## src/rtl/step_line_parser.sv

```systemverilog
// rtl/step_line_parser.sv - ASCII command line parser (L/R + decimal count) for the dial solution core
//
// Ports:
//   clk, rst                 sole clock, synchronous active-high reset
//   in_valid/in_data/in_last byte source; a byte moves when in_valid && in_ready
//   in_ready                 high while neither error nor done is set
//   valid                    one-cycle pulse per parsed line
//   step_direction           0 = L, 1 = R (held between pulses)
//   step_count               decimal magnitude of the line (held between pulses)
//   error                    sticky, malformed input seen
//   done                     sticky, final byte consumed cleanly
module step_line_parser #(
    parameter int COUNT_W = 10
) (
    input  logic               clk,
    input  logic               rst,
    input  logic               in_valid,
    input  logic [7:0]         in_data,
    input  logic               in_last,
    output logic               in_ready,
    output logic               valid,
    output logic               step_direction,
    output logic [COUNT_W-1:0] step_count,
    output logic               error,
    output logic               done
);

    // Four spare bits hold acc*10+9 for any in-range acc, so overflow is a plain compare.
    localparam int ACC_W = COUNT_W + 4;
    localparam logic [ACC_W-1:0] MAX_COUNT = {4'b0000, {COUNT_W{1'b1}}};

    localparam logic [7:0] CH_L  = 8'h4C;
    localparam logic [7:0] CH_R  = 8'h52;
    localparam logic [7:0] CH_LF = 8'h0A;
    localparam logic [7:0] CH_CR = 8'h0D;
    localparam logic [7:0] CH_SP = 8'h20;
    localparam logic [7:0] CH_0  = 8'h30;
    localparam logic [7:0] CH_9  = 8'h39;

    typedef enum logic [2:0] {
        S_IDLE,
        S_DIR,
        S_NUM,
        S_ERR,
        S_DONE
    } state_t;

    state_t             state_q, state_d;
    logic               dir_q, dir_d;
    logic [COUNT_W-1:0] acc_q, acc_d;
    logic               valid_q, valid_d;
    logic               step_direction_q, step_direction_d;
    logic [COUNT_W-1:0] step_count_q, step_count_d;
    logic               error_q, error_d;
    logic               done_q, done_d;

    logic               take;
    logic               emit;
    logic               is_digit;
    logic [3:0]         digit;
    logic [ACC_W-1:0]   next_acc;

    assign in_ready       = !error_q && !done_q;
    assign valid          = valid_q;
    assign step_direction = step_direction_q;
    assign step_count     = step_count_q;
    assign error          = error_q;
    assign done           = done_q;

    always_comb begin
        state_d          = state_q;
        dir_d            = dir_q;
        acc_d            = acc_q;
        valid_d          = 1'b0;
        step_direction_d = step_direction_q;
        step_count_d     = step_count_q;
        emit             = 1'b0;

        take     = in_valid && in_ready;
        is_digit = (in_data >= CH_0) && (in_data <= CH_9);
        // ASCII '0'..'9' carry their value in the low nibble.
        digit    = in_data[3:0];
        next_acc = ACC_W'(acc_q) * ACC_W'(10) + ACC_W'(digit);

        if (take) begin
            case (state_q)
                S_IDLE: begin
                    if (in_data == CH_L || in_data == CH_R) begin
                        dir_d   = (in_data == CH_R);
                        acc_d   = '0;
                        state_d = S_DIR;
                    end else if (in_data != CH_LF && in_data != CH_CR && in_data != CH_SP) begin
                        state_d = S_ERR;
                    end
                end
                S_DIR: begin
                    if (is_digit) begin
                        acc_d   = COUNT_W'(digit);
                        state_d = S_NUM;
                    end else begin
                        state_d = S_ERR;
                    end
                end
                S_NUM: begin
                    if (is_digit) begin
                        if (next_acc > MAX_COUNT) begin
                            state_d = S_ERR;
                        end else begin
                            acc_d = next_acc[COUNT_W-1:0];
                        end
                    end else if (in_data == CH_LF) begin
                        emit    = 1'b1;
                        state_d = S_IDLE;
                    end else if (in_data != CH_CR) begin
                        state_d = S_ERR;
                    end
                end
                default: ;
            endcase

            // The final byte closes any open number as if a newline followed it;
            // an error raised by the byte itself takes precedence.
            if (in_last) begin
                case (state_d)
                    S_NUM: begin
                        emit    = 1'b1;
                        state_d = S_DONE;
                    end
                    S_IDLE:  state_d = S_DONE;
                    S_DIR:   state_d = S_ERR;
                    default: ;
                endcase
            end
        end

        if (emit) begin
            valid_d          = 1'b1;
            step_direction_d = dir_d;
            step_count_d     = acc_d;
        end

        error_d = (state_d == S_ERR);
        done_d  = (state_d == S_DONE);
    end

    always_ff @(posedge clk) begin
        if (rst) begin
            state_q          <= S_IDLE;
            dir_q            <= 1'b0;
            acc_q            <= '0;
            valid_q          <= 1'b0;
            step_direction_q <= 1'b0;
            step_count_q     <= '0;
            error_q          <= 1'b0;
            done_q           <= 1'b0;
        end else begin
            state_q          <= state_d;
            dir_q            <= dir_d;
            acc_q            <= acc_d;
            valid_q          <= valid_d;
            step_direction_q <= step_direction_d;
            step_count_q     <= step_count_d;
            error_q          <= error_d;
            done_q           <= done_d;
        end
    end

endmodule

```

## config.mk

```make
export PLATFORM = sky130hd
export DESIGN_NAME = step_line_parser
export DESIGN_NICKNAME = d
export VERILOG_FILES = /design/src/rtl/step_line_parser.sv
export SDC_FILE = /design/constraint.sdc
export NUM_CORES = 1
export LEC_CHECK = 0
export ABC_AREA = 1
export BUFFER_PORTS_ARGS = -buffer_cell sky130_fd_sc_hd__buf_2
export CELL_PAD_IN_SITES_DETAIL_PLACEMENT = 0
export CELL_PAD_IN_SITES_GLOBAL_PLACEMENT = 1
export CORE_AREA = 5 5 82 84
export DETAILED_ROUTE_END_ITERATION = 16
export DIE_AREA = 0 0 87 89
export PLACE_DENSITY_LB_ADDON = 0.1
export SLEW_MARGIN = 20
export SYNTH_ARGS = -nofsm -noshare
export SYNTH_HDL_FRONTEND = slang
export SYNTH_SLANG_ARGS = --single-unit
```

## constraint.sdc

```tcl
create_clock -name clk -period 5.9 [get_ports clk]
set_clock_uncertainty 0.1 [all_clocks]
set_input_delay 0.295 -clock clk [delete_from_list [all_inputs] [get_ports clk]]
set_output_delay 0.295 -clock clk [all_outputs]
set_load 0.03 [all_outputs]
```

==> parameters.txt, run 1 <==
Parameter                              Value

Outcome
  Run status ... completed

Synthesis
  Count of distinct cell types in the synthesized netlist ... 38
  Average instance area after synthesis ... 6.12 um2
  Number of warnings issued by yosys ... 0
  Count of state elements after synthesis ... 28
  Net count of the mapped netlist ... 450
  Cell types with the largest area share after synthesis ... sky130_fd_sc_hd__dfxtp_1 (22%), sky130_fd_sc_hd__nand2_1 (16%), sky130_fd_sc_hd__ha_1 (9.3%)
  Syn Inst Count ... 417
  Cell area after synthesis ... 2550 um2
  Register area share after synthesis ... 0.220
  Top-area cell type share of the netlist area ... 0.220
  Yosys top cell by area ... sky130_fd_sc_hd__dfxtp_1

Clock network
  Clock root buffer ... sky130_fd_sc_hd__clkbuf_8
  Count of clock tree sinks ... 28
  Buffer levels on the longest clock path ... 2
  Level count of the clock H-tree ... 1
  Number of buffers added by the clock tree synthesis step ... 3
  Post-CTS Repair Setup Buffers ... 0
  Count of cells resized by post-cts repair ... 0
  CTS tree ... yes
  Post-CTS Hold Buffers ... 0
  Later-pin clock latency in the skew report ... 0.28 ns
  Clock transition time at the flip-flop clock pins of the worst setup and hold paths ... 0.10 ns

Detailed routing
  Number of routed nets with antenna violations ... 0
  Violation count after the first detailed-routing iteration ... 131
  Total DRC errors in the routed layout ... 0
  Via count ... 2,602
  Detailed-route wire length per cell ... 12.6 um
  First drt pass iteration count ... 4
  Total wirelength of the detailed-routed design ... 6510 um
  Routed via count divided by cell count ... 5.03

STA
  Setup repair after global routing missed its margin ... no
  Worst max-slew margin expressed relative to the limit ... 0.584
  Shortest clock period the worst path allows after layout ... 3.73 ns
  Min setup slack post-route ... 2.17 ns
  Endpoints failing setup ... 0
  Final count of pins violating max slew ... 0
  Post-route clock period utilization ... 0.633
  Pin slew with the least headroom to its limit ... 0.623 ns
  Achievable Freq ... 0.268 GHz
  Number of hold violations in the final report ... 0
  Hold slack final ... 0.261 ns
  Setup TNS ... 0 ns

Global routing
  Congestion Overflow GR ... 0
  Maximum number of pins on one net before global-route repair ... 22
  Total routing resource utilization after global routing ... 0.181
  First-pass GRT wire length ... 11,300 um
  Antenna violations before repair ... 0
  Via count of the first global-routing pass ... 2,527

Power
  Combinational share of power ... 0.469
  Clk network pwr share ... 0.187
  Sequential share of power ... 0.345
  Maximum vdd ir drop ... 171 uV
  Leak pwr ... 1.45 nW
  Fraction of power spent switching nets ... 0.453
  Total power per unit cell area ... 242 nW/um2
  Int Power ... 0.000371 W
  Total net switching power ... 0.000307 W

Floorplanning
  Overall die width ... 87 um
  Placeable core region ... 5850 um2
  Die Ht ... 89 um
  Die Outline Area ... 7740 um2
  Initial core utilization ... 0.436
  I/O pin count ... 27
  Number of core rows ... 28

Layout
  Most frequent cells in the layout ... sky130_fd_sc_hd__nand2_1 (106), sky130_fd_sc_hd__nor2_1 (63), sky130_fd_sc_hd__inv_1 (56), sky130_fd_sc_hd__nand3_1 (46), sky130_fd_sc_hd__dfxtp_1 (28)
  Diodes inserted ... 0
  Area added between synthesis and finish ... 9.81%
  Nets@finish ... 476
  Fill cell count ... 639
  Register area ... 561 um2
  Layout Utilization ... 0.479
  Multi-input gate area ... 1720 um2
  Share of cells above drive strength 1 ... 0.131
  Most common cell after layout, fill and taps aside ... sky130_fd_sc_hd__nand2_1

Placement
  Worst setup timing slack at the placement stage ... 2.14 ns
  Port Buffer Count ... 26
  Detailed-placement wirelength estimate ... 5430 um
  Placer Congestion ... 0.899

Setup path
  Critical path fanouts, max ... 14
  Required time at the worst-slack endpoint ... 5.99 ns
  Type of origin of the critical path ... flip-flop
  Worst endpoint data arrival time ... 3.82 ns
  Crit Path Class ... reg2reg
  Worst R2R Setup Slack ... 2.17 ns
  Crit. End Element ... flip-flop

Min path
  Classification of the worst-slack hold path ... in2reg

Run
  Reported max-cap violation count ... 0
## metal layers
metal  GRT usage  wire [um]
met5           0          0
met2       0.343       3260
met4      0.0340         56
met3      0.0249        135
met1       0.217       3050
## cells by family after synthesis
| kind of cell | share of synthesized area |
|---|---|
| flops | 0.220 |
| simple gates | 0.436 |
| fa+ha+maj | 0.109 |
| compound gates | 0.112 |
| buf+inv | 0.105 |
| xor+xnor | 0.0137 |
| mux | 0.00392 |
## worst max-delay path, stage by stage (launching register included)
cell and delay [ns]:
sky130_fd_sc_hd__dfxtp_1 0.48, sky130_fd_sc_hd__ha_1 0.28, sky130_fd_sc_hd__ha_1 0.23, sky130_fd_sc_hd__inv_1 0.07
sky130_fd_sc_hd__fa_1 0.47, sky130_fd_sc_hd__nor2_4 0.13, sky130_fd_sc_hd__nand3_1 0.10, sky130_fd_sc_hd__nand2_1 0.09
sky130_fd_sc_hd__nand2_2 0.07, sky130_fd_sc_hd__nor2_4 0.11, sky130_fd_sc_hd__inv_2 0.05, sky130_fd_sc_hd__nor2_4 0.11
sky130_fd_sc_hd__nand2_1 0.05, sky130_fd_sc_hd__nand2_1 0.07, sky130_fd_sc_hd__nand2_2 0.06, sky130_fd_sc_hd__nor2_4 0.13
sky130_fd_sc_hd__nand3_2 0.09, sky130_fd_sc_hd__nand2_2 0.10, sky130_fd_sc_hd__nand4_4 0.11, sky130_fd_sc_hd__o21bai_4 0.33
sky130_fd_sc_hd__nand2_2 0.14, sky130_fd_sc_hd__nor2_1 0.18, sky130_fd_sc_hd__nor2_1 0.06
## metrics by stage
step	cell area [um2]	total power [W]	instances
after floorplan	2550	0.000484	417
after global placement	2750	0.000558	513
after detailed placement	2750	0.000559	513
after CTS	2800	0.000684	517
after global routing	2800	0.000736	517
final	2800	0.000679	517
## area by class of cell
cell class,instances,share of cell area
multi-input combinational,320,0.615
sequential,28,0.200
inverter,64,0.0858
timing repair buffer,26,0.0464
tap,75,0.0335
clock buffer,4,0.0197
## power by group through the flow
| stage | sequential (W) | clock [W] | combinational (W) |
|---|---|---|---|
| after floorplan | 0.000261 | 0 | 0.000223 |
| after global placement | 0.000238 | 0 | 0.000320 |
| after detailed placement | 0.000238 | 0 | 0.000321 |
| after CTS | 0.000234 | 0.000129 | 0.000321 |
| after global routing | 0.000238 | 0.000135 | 0.000363 |
| final | 0.000234 | 0.000127 | 0.000318 |
## state kept, by name, indices dropped and copies added (netlist names)
name / flops
acc_q: 10
dir_q: 1
done: 1
error: 1
state_q: 3
step_count: 10
step_direction: 1
valid: 1
## synthesized netlist by cell type
cell	number
sky130_fd_sc_hd__a21oi_1	24
sky130_fd_sc_hd__a21oi_2	1
sky130_fd_sc_hd__a221oi_1	2
sky130_fd_sc_hd__a22oi_1	1
sky130_fd_sc_hd__and2_1	1
sky130_fd_sc_hd__buf_1	1
sky130_fd_sc_hd__buf_2	2
sky130_fd_sc_hd__buf_6	1
sky130_fd_sc_hd__clkbuf_1	1
sky130_fd_sc_hd__clkinv_1	2
sky130_fd_sc_hd__dfxtp_1	28
sky130_fd_sc_hd__fa_1	2
sky130_fd_sc_hd__ha_1	19
sky130_fd_sc_hd__inv_1	56
sky130_fd_sc_hd__inv_2	6
sky130_fd_sc_hd__mux2i_1	1
sky130_fd_sc_hd__nand2_1	106
sky130_fd_sc_hd__nand2_2	7
sky130_fd_sc_hd__nand3_1	46
sky130_fd_sc_hd__nand3_2	3
sky130_fd_sc_hd__nand3_4	1
sky130_fd_sc_hd__nand4_1	2
sky130_fd_sc_hd__nand4_4	1
sky130_fd_sc_hd__nor2_1	63
sky130_fd_sc_hd__nor2_2	1
sky130_fd_sc_hd__nor2_4	5
sky130_fd_sc_hd__nor3_1	7
sky130_fd_sc_hd__nor4_1	1
sky130_fd_sc_hd__o211ai_1	3
sky130_fd_sc_hd__o21ai_0	11
sky130_fd_sc_hd__o21ai_1	2
sky130_fd_sc_hd__o21bai_2	1
sky130_fd_sc_hd__o21bai_4	1
sky130_fd_sc_hd__o31ai_1	2
sky130_fd_sc_hd__or2_1	1
sky130_fd_sc_hd__or2_2	1
sky130_fd_sc_hd__xnor2_1	2
sky130_fd_sc_hd__xor2_1	2
## path summary, 6_finish.rpt
kind	depth (start not counted)	startpoint	endpoint
worst min register to register	2	step_count[3]	step_count[3]
worst max register to register	22	acc_q[1]	step_count[1]
worst min-delay path	2	rst	acc_q[4]
worst max-delay path	22	acc_q[1]	step_count[1]
Note: power is estimated with default switching activity, not from simulation.
==> run 2, diff against run 1 <==
--- a/config.mk
+++ b/config.mk
@@ -5,13 +5,13 @@
 export SDC_FILE = /design/constraint.sdc
 export NUM_CORES = 1
 export LEC_CHECK = 0
-export ABC_AREA = 1
+export ABC_AREA = 0
 export BUFFER_PORTS_ARGS = -buffer_cell sky130_fd_sc_hd__buf_2
 export CELL_PAD_IN_SITES_DETAIL_PLACEMENT = 0
 export CELL_PAD_IN_SITES_GLOBAL_PLACEMENT = 1
-export CORE_AREA = 5 5 82 84
+export CORE_AREA = 5 5 81 83
 export DETAILED_ROUTE_END_ITERATION = 16
-export DIE_AREA = 0 0 87 89
+export DIE_AREA = 0 0 86 88
 export PLACE_DENSITY_LB_ADDON = 0.1
 export SLEW_MARGIN = 20
 export SYNTH_ARGS = -nofsm -noshare
==> constraint.sdc (replaced) <==
create_clock -name clk -period 3.1 [get_ports clk]
set_clock_uncertainty 0.1 [all_clocks]
set_input_delay 0.155 -clock clk [delete_from_list [all_inputs] [get_ports clk]]
set_output_delay 0.155 -clock clk [all_outputs]
set_load 0.03 [all_outputs]
==> parameters.txt, run 2 <==
Parameter                              Value

Layout
  Most common cell after layout, fill and taps aside ... sky130_fd_sc_hd__buf_4
  Share of cells above drive strength 1 ... 0.395 (+0.264)
  Fill cell count ... 543 (-15%)
  Diodes inserted ... 0 (unchanged)
  Area added between synthesis and finish ... 42.1%
  Most frequent cells in the layout ... sky130_fd_sc_hd__buf_4 (47), sky130_fd_sc_hd__buf_2 (26), sky130_fd_sc_hd__dfxtp_1 (23), sky130_fd_sc_hd__nor2_1 (22), sky130_fd_sc_hd__o21ai_0 (15)
  Post-route cell area ... 3090 um2 (+10%)
  Nets@finish ... 363 (-24%)

STA
  Endpoints failing setup ... 26 (+26)
  Final count of pins violating max slew ... 0 (unchanged)
  Min setup slack post-route ... -0.268 ns (-2.44 ns)
  Setup repair after global routing missed its margin ... yes
  Pin slew with the least headroom to its limit ... 0.542 ns (-0.0804 ns)
  Post-route clock period utilization ... 1.09 (+0.454)
  Shortest clock period the worst path allows after layout ... 3.37 ns (-0.364 ns)
  Worst max-slew margin expressed relative to the limit ... 0.635 (+0.0507)
  Number of hold violations in the final report ... 0 (unchanged)
  Achievable Freq ... 0.297 GHz (+11%)

Floorplanning
  I/O pin count ... 27 (unchanged)
  Overall die width ... 86 um (-1.1%)
  Initial core utilization ... 0.376 (-0.0601)
  Placeable core region ... 5780 um2 (-1.2%)
  Number of core rows ... 28 (unchanged)
  Die Outline Area ... 7570 um2 (-2.3%)
  Die Ht ... 88 um (-1.1%)

Clock network
  Number of buffers added by the clock tree synthesis step ... 3 (unchanged)
  Level count of the clock H-tree ... 1 (unchanged)
  Post-CTS Hold Buffers ... 0 (unchanged)
  Clock root buffer ... sky130_fd_sc_hd__clkbuf_8
  Count of clock tree sinks ... 28 (unchanged)
  Clock transition time at the flip-flop clock pins of the worst setup and hold paths ... 0.11 ns (about the same)
  CTS tree ... yes
  Later-pin clock latency in the skew report ... 0.29 ns (about the same)
  Buffer levels on the longest clock path ... 2 (unchanged)

Global routing
  Antenna violations before repair ... 0 (unchanged)
  Maximum number of pins on one net before global-route repair ... 28 (+27%)
  Via count of the first global-routing pass ... 2,117 (-16%)
  Congestion Overflow GR ... 0 (unchanged)
  First-pass GRT wire length ... 10,300 um (-8.9%)
  Total routing resource utilization after global routing ... 0.172 (-0.00914)

Detailed routing
  Detailed-route wire length per cell ... 15.8 um (+26%)
  Met3 wire len ... 154 um (+14%)
  Number of routed nets with antenna violations ... 0 (unchanged)
  Routed via count divided by cell count ... 5.38 (+6.9%)
  Highest Signal Layer ... met4
  Violation count after the first detailed-routing iteration ... 89 (-32%)
  Wire length on met2 ... 3300 um (+1.1%)
  Via count ... 2,174 (-16%)
  Total wirelength of the detailed-routed design ... 6380 um (-1.9%)
  Total DRC errors in the routed layout ... 0 (unchanged)
  Met1 WL ... 2810 um (-7.8%)
  First drt pass iteration count ... 4 (unchanged)

Placement
  Detailed-placement wirelength estimate ... 4910 um (-9.7%)
  Port Buffer Count ... 26 (unchanged)
  Total placed instance area ... 2750 um2 (+0.18%)
  Placer Congestion ... 0.782 (-13%)

Synthesis
  Number of synthesized flops with an enable pin ... 0 (unchanged)
  Register area share after synthesis ... 0.258 (+0.0382)
  Number of warnings issued by yosys ... 0 (unchanged)
  Most common flop cell mapped by yosys ... sky130_fd_sc_hd__dfxtp_1
  Top-area cell type share of the netlist area ... 0.258 (+0.0382)
  Net count of the mapped netlist ... 292 (-35%)
  Average instance area after synthesis ... 8.39 um2 (+37%)
  Leading cell types by count after synthesis ... sky130_fd_sc_hd__dfxtp_1 (28), sky130_fd_sc_hd__nor2_1 (23), sky130_fd_sc_hd__ha_1 (19)
  Cell area after synthesis ... 2170 um2 (-15%)
  Share of flip-flops with an asynchronous set or reset after synthesis ... 0 (unchanged)
  Count of distinct cell types in the synthesized netlist ... 56 (+47%)
  Cell with the most instances after synthesis ... sky130_fd_sc_hd__dfxtp_1
  Yosys top cell by area ... sky130_fd_sc_hd__dfxtp_1
  Count of state elements after synthesis ... 28 (unchanged)
  Syn Inst Count ... 259 (-38%)
  Cell types with the largest area share after synthesis ... sky130_fd_sc_hd__dfxtp_1 (26%), sky130_fd_sc_hd__ha_1 (11%), sky130_fd_sc_hd__nor2b_1 (4.3%)

Run
  Reported max-cap violation count ... 0 (unchanged)

Outcome
  Run status ... complete, but fails checks
  Violated checks ... negative setup slack

Setup path
  Launching point of the worst reg2reg path ... acc_q[3]
  Required time at the worst-slack endpoint ... 3.18 ns (-2.81 ns)
  Critical path fanouts, max ... 4 (-10)
  Crit Path Class ... reg2reg
  Crit. End Element ... flip-flop
  Type of origin of the critical path ... flip-flop
  Worst endpoint data arrival time ... 3.45 ns (-0.37 ns)
  Worst setup startpoint ... acc_q[3]

Power
  Maximum vdd ir drop ... 181 uV (+6.1%)
  Overall Power ... 0.000886 W (+31%)
  Leak pwr ... 1.31 nW (-9.9%)
  Total power per unit cell area ... 287 nW/um2 (+18%)

Min path
  Hold_sp ... in_last
  Classification of the worst-slack hold path ... in2reg
==> run 2: cell count changes in the layout (fill, tap and decap cells not counted), sizes merged, moves of 5 or more <==
| cell | delta |
|---|---|
| buf | +49 |
| a31oi | +5 |
| nand2 | -100 |
| o21ai | +13 |
| nor2b | +15 |
| xor2 | +5 |
| nor2 | -45 |
| nand2b | +5 |
| a21oi | -13 |
| a211oi | +8 |
| inv | -54 |
| a22oi | +6 |
| nand3 | -47 |
==> run 2: what timing repair did <==
action	in CTS	in global routing
buffers inserted	5	0
resized for setup	32	7
setup endpoints to repair	27	27
pin swaps	11	6
==> run 2: layout make-up <==
type                            count  area, um2  area share
Multi-Input combinational cell    214       1810       0.586
Timing Repair Buffer               75        514       0.166
Tap cell                           75       93.8      0.0304
Clock buffer                        3       41.3      0.0134
Clock inverter                      1       30.0     0.00972
Inverter                            8       30.0     0.00972
Sequential cell                    28        569       0.184
==> run 2: path summary, 6_finish.rpt <==
check                                     end  slack, ns  cells after the start
worst max-delay path            step_count[3]      -0.27                     12
worst min-delay path               state_q[1]       0.05                      2
worst max register to register  step_count[3]      -0.27                     12
worst min register to register          dir_q       0.42                      2
==> run 2: stage by stage <==
| step | utilization | TNS [ns] | hold slack [ns] | instances | setup slack, ns |
|---|---|---|---|---|---|
| 4_1_cts | 0.527 | -4.43 | 0.0410 | 404 | -0.256 |
| 6_report | 0.534 | -4.53 | 0.0504 | 404 | -0.268 |
| 3_5_place_dp | 0.476 | -7.88 | 0.349 | 395 | -0.420 |
| 3_3_place_gp | 0.476 | -8.69 | 0.353 | 395 | -0.481 |
| 5_1_grt | 0.534 | -8.33 | 0.0522 | 404 | -0.386 |
| 2_1_floorplan | - | -1.38 | 0.127 | 259 | -0.227 |
==> run 2: worst max-delay path: stages, from the launching register on <==
cell	delay, ns
sky130_fd_sc_hd__dfxtp_2	0.36
sky130_fd_sc_hd__ha_4	0.24
sky130_fd_sc_hd__ha_4	0.16
sky130_fd_sc_hd__inv_2	0.06
sky130_fd_sc_hd__fa_2	0.46
sky130_fd_sc_hd__nor4b_4	0.25
sky130_fd_sc_hd__nor2b_4	0.19
sky130_fd_sc_hd__nand4_1	0.12
sky130_fd_sc_hd__mux2i_2	0.22
sky130_fd_sc_hd__or3_4	0.46
sky130_fd_sc_hd__o2bb2ai_4	0.16
sky130_fd_sc_hd__nor2_4	0.14
sky130_fd_sc_hd__mux2_2	0.34
==> run 2: metal layers <==
| metal | vias to the layer above | track usage |
|---|---|---|
| li1 | 1095 | - |
| met1 | 1039 | 0.208 |
| met2 | 30 | 0.317 |
| met3 | 10 | 0.0160 |
| met4 | 0 | 0.0547 |
| met5 | - | 0 |
==> run 2: where the power goes <==
part	switching (W)	internal, W	total (W)
Clock	0.000128	0.000173	0.000301
Combinational	0.000126	0.0000744	0.000201
Sequential	0.0000171	0.000367	0.000384
Total	0.000272	0.000615	0.000886
==> run 2: logic make-up (layout without fill, tap and decap cells) <==
kind of cell / after synthesis / in the layout / share of synthesized area
compound gates: 82 / 82 / 0.263
xor+xnor: 13 / 13 / 0.0524
fa+ha+maj: 21 / 21 / 0.128
buf+inv: 17 / 87 / 0.0345
flops: 28 / 28 / 0.258
mux: 4 / 4 / 0.0196
simple gates: 94 / 94 / 0.245
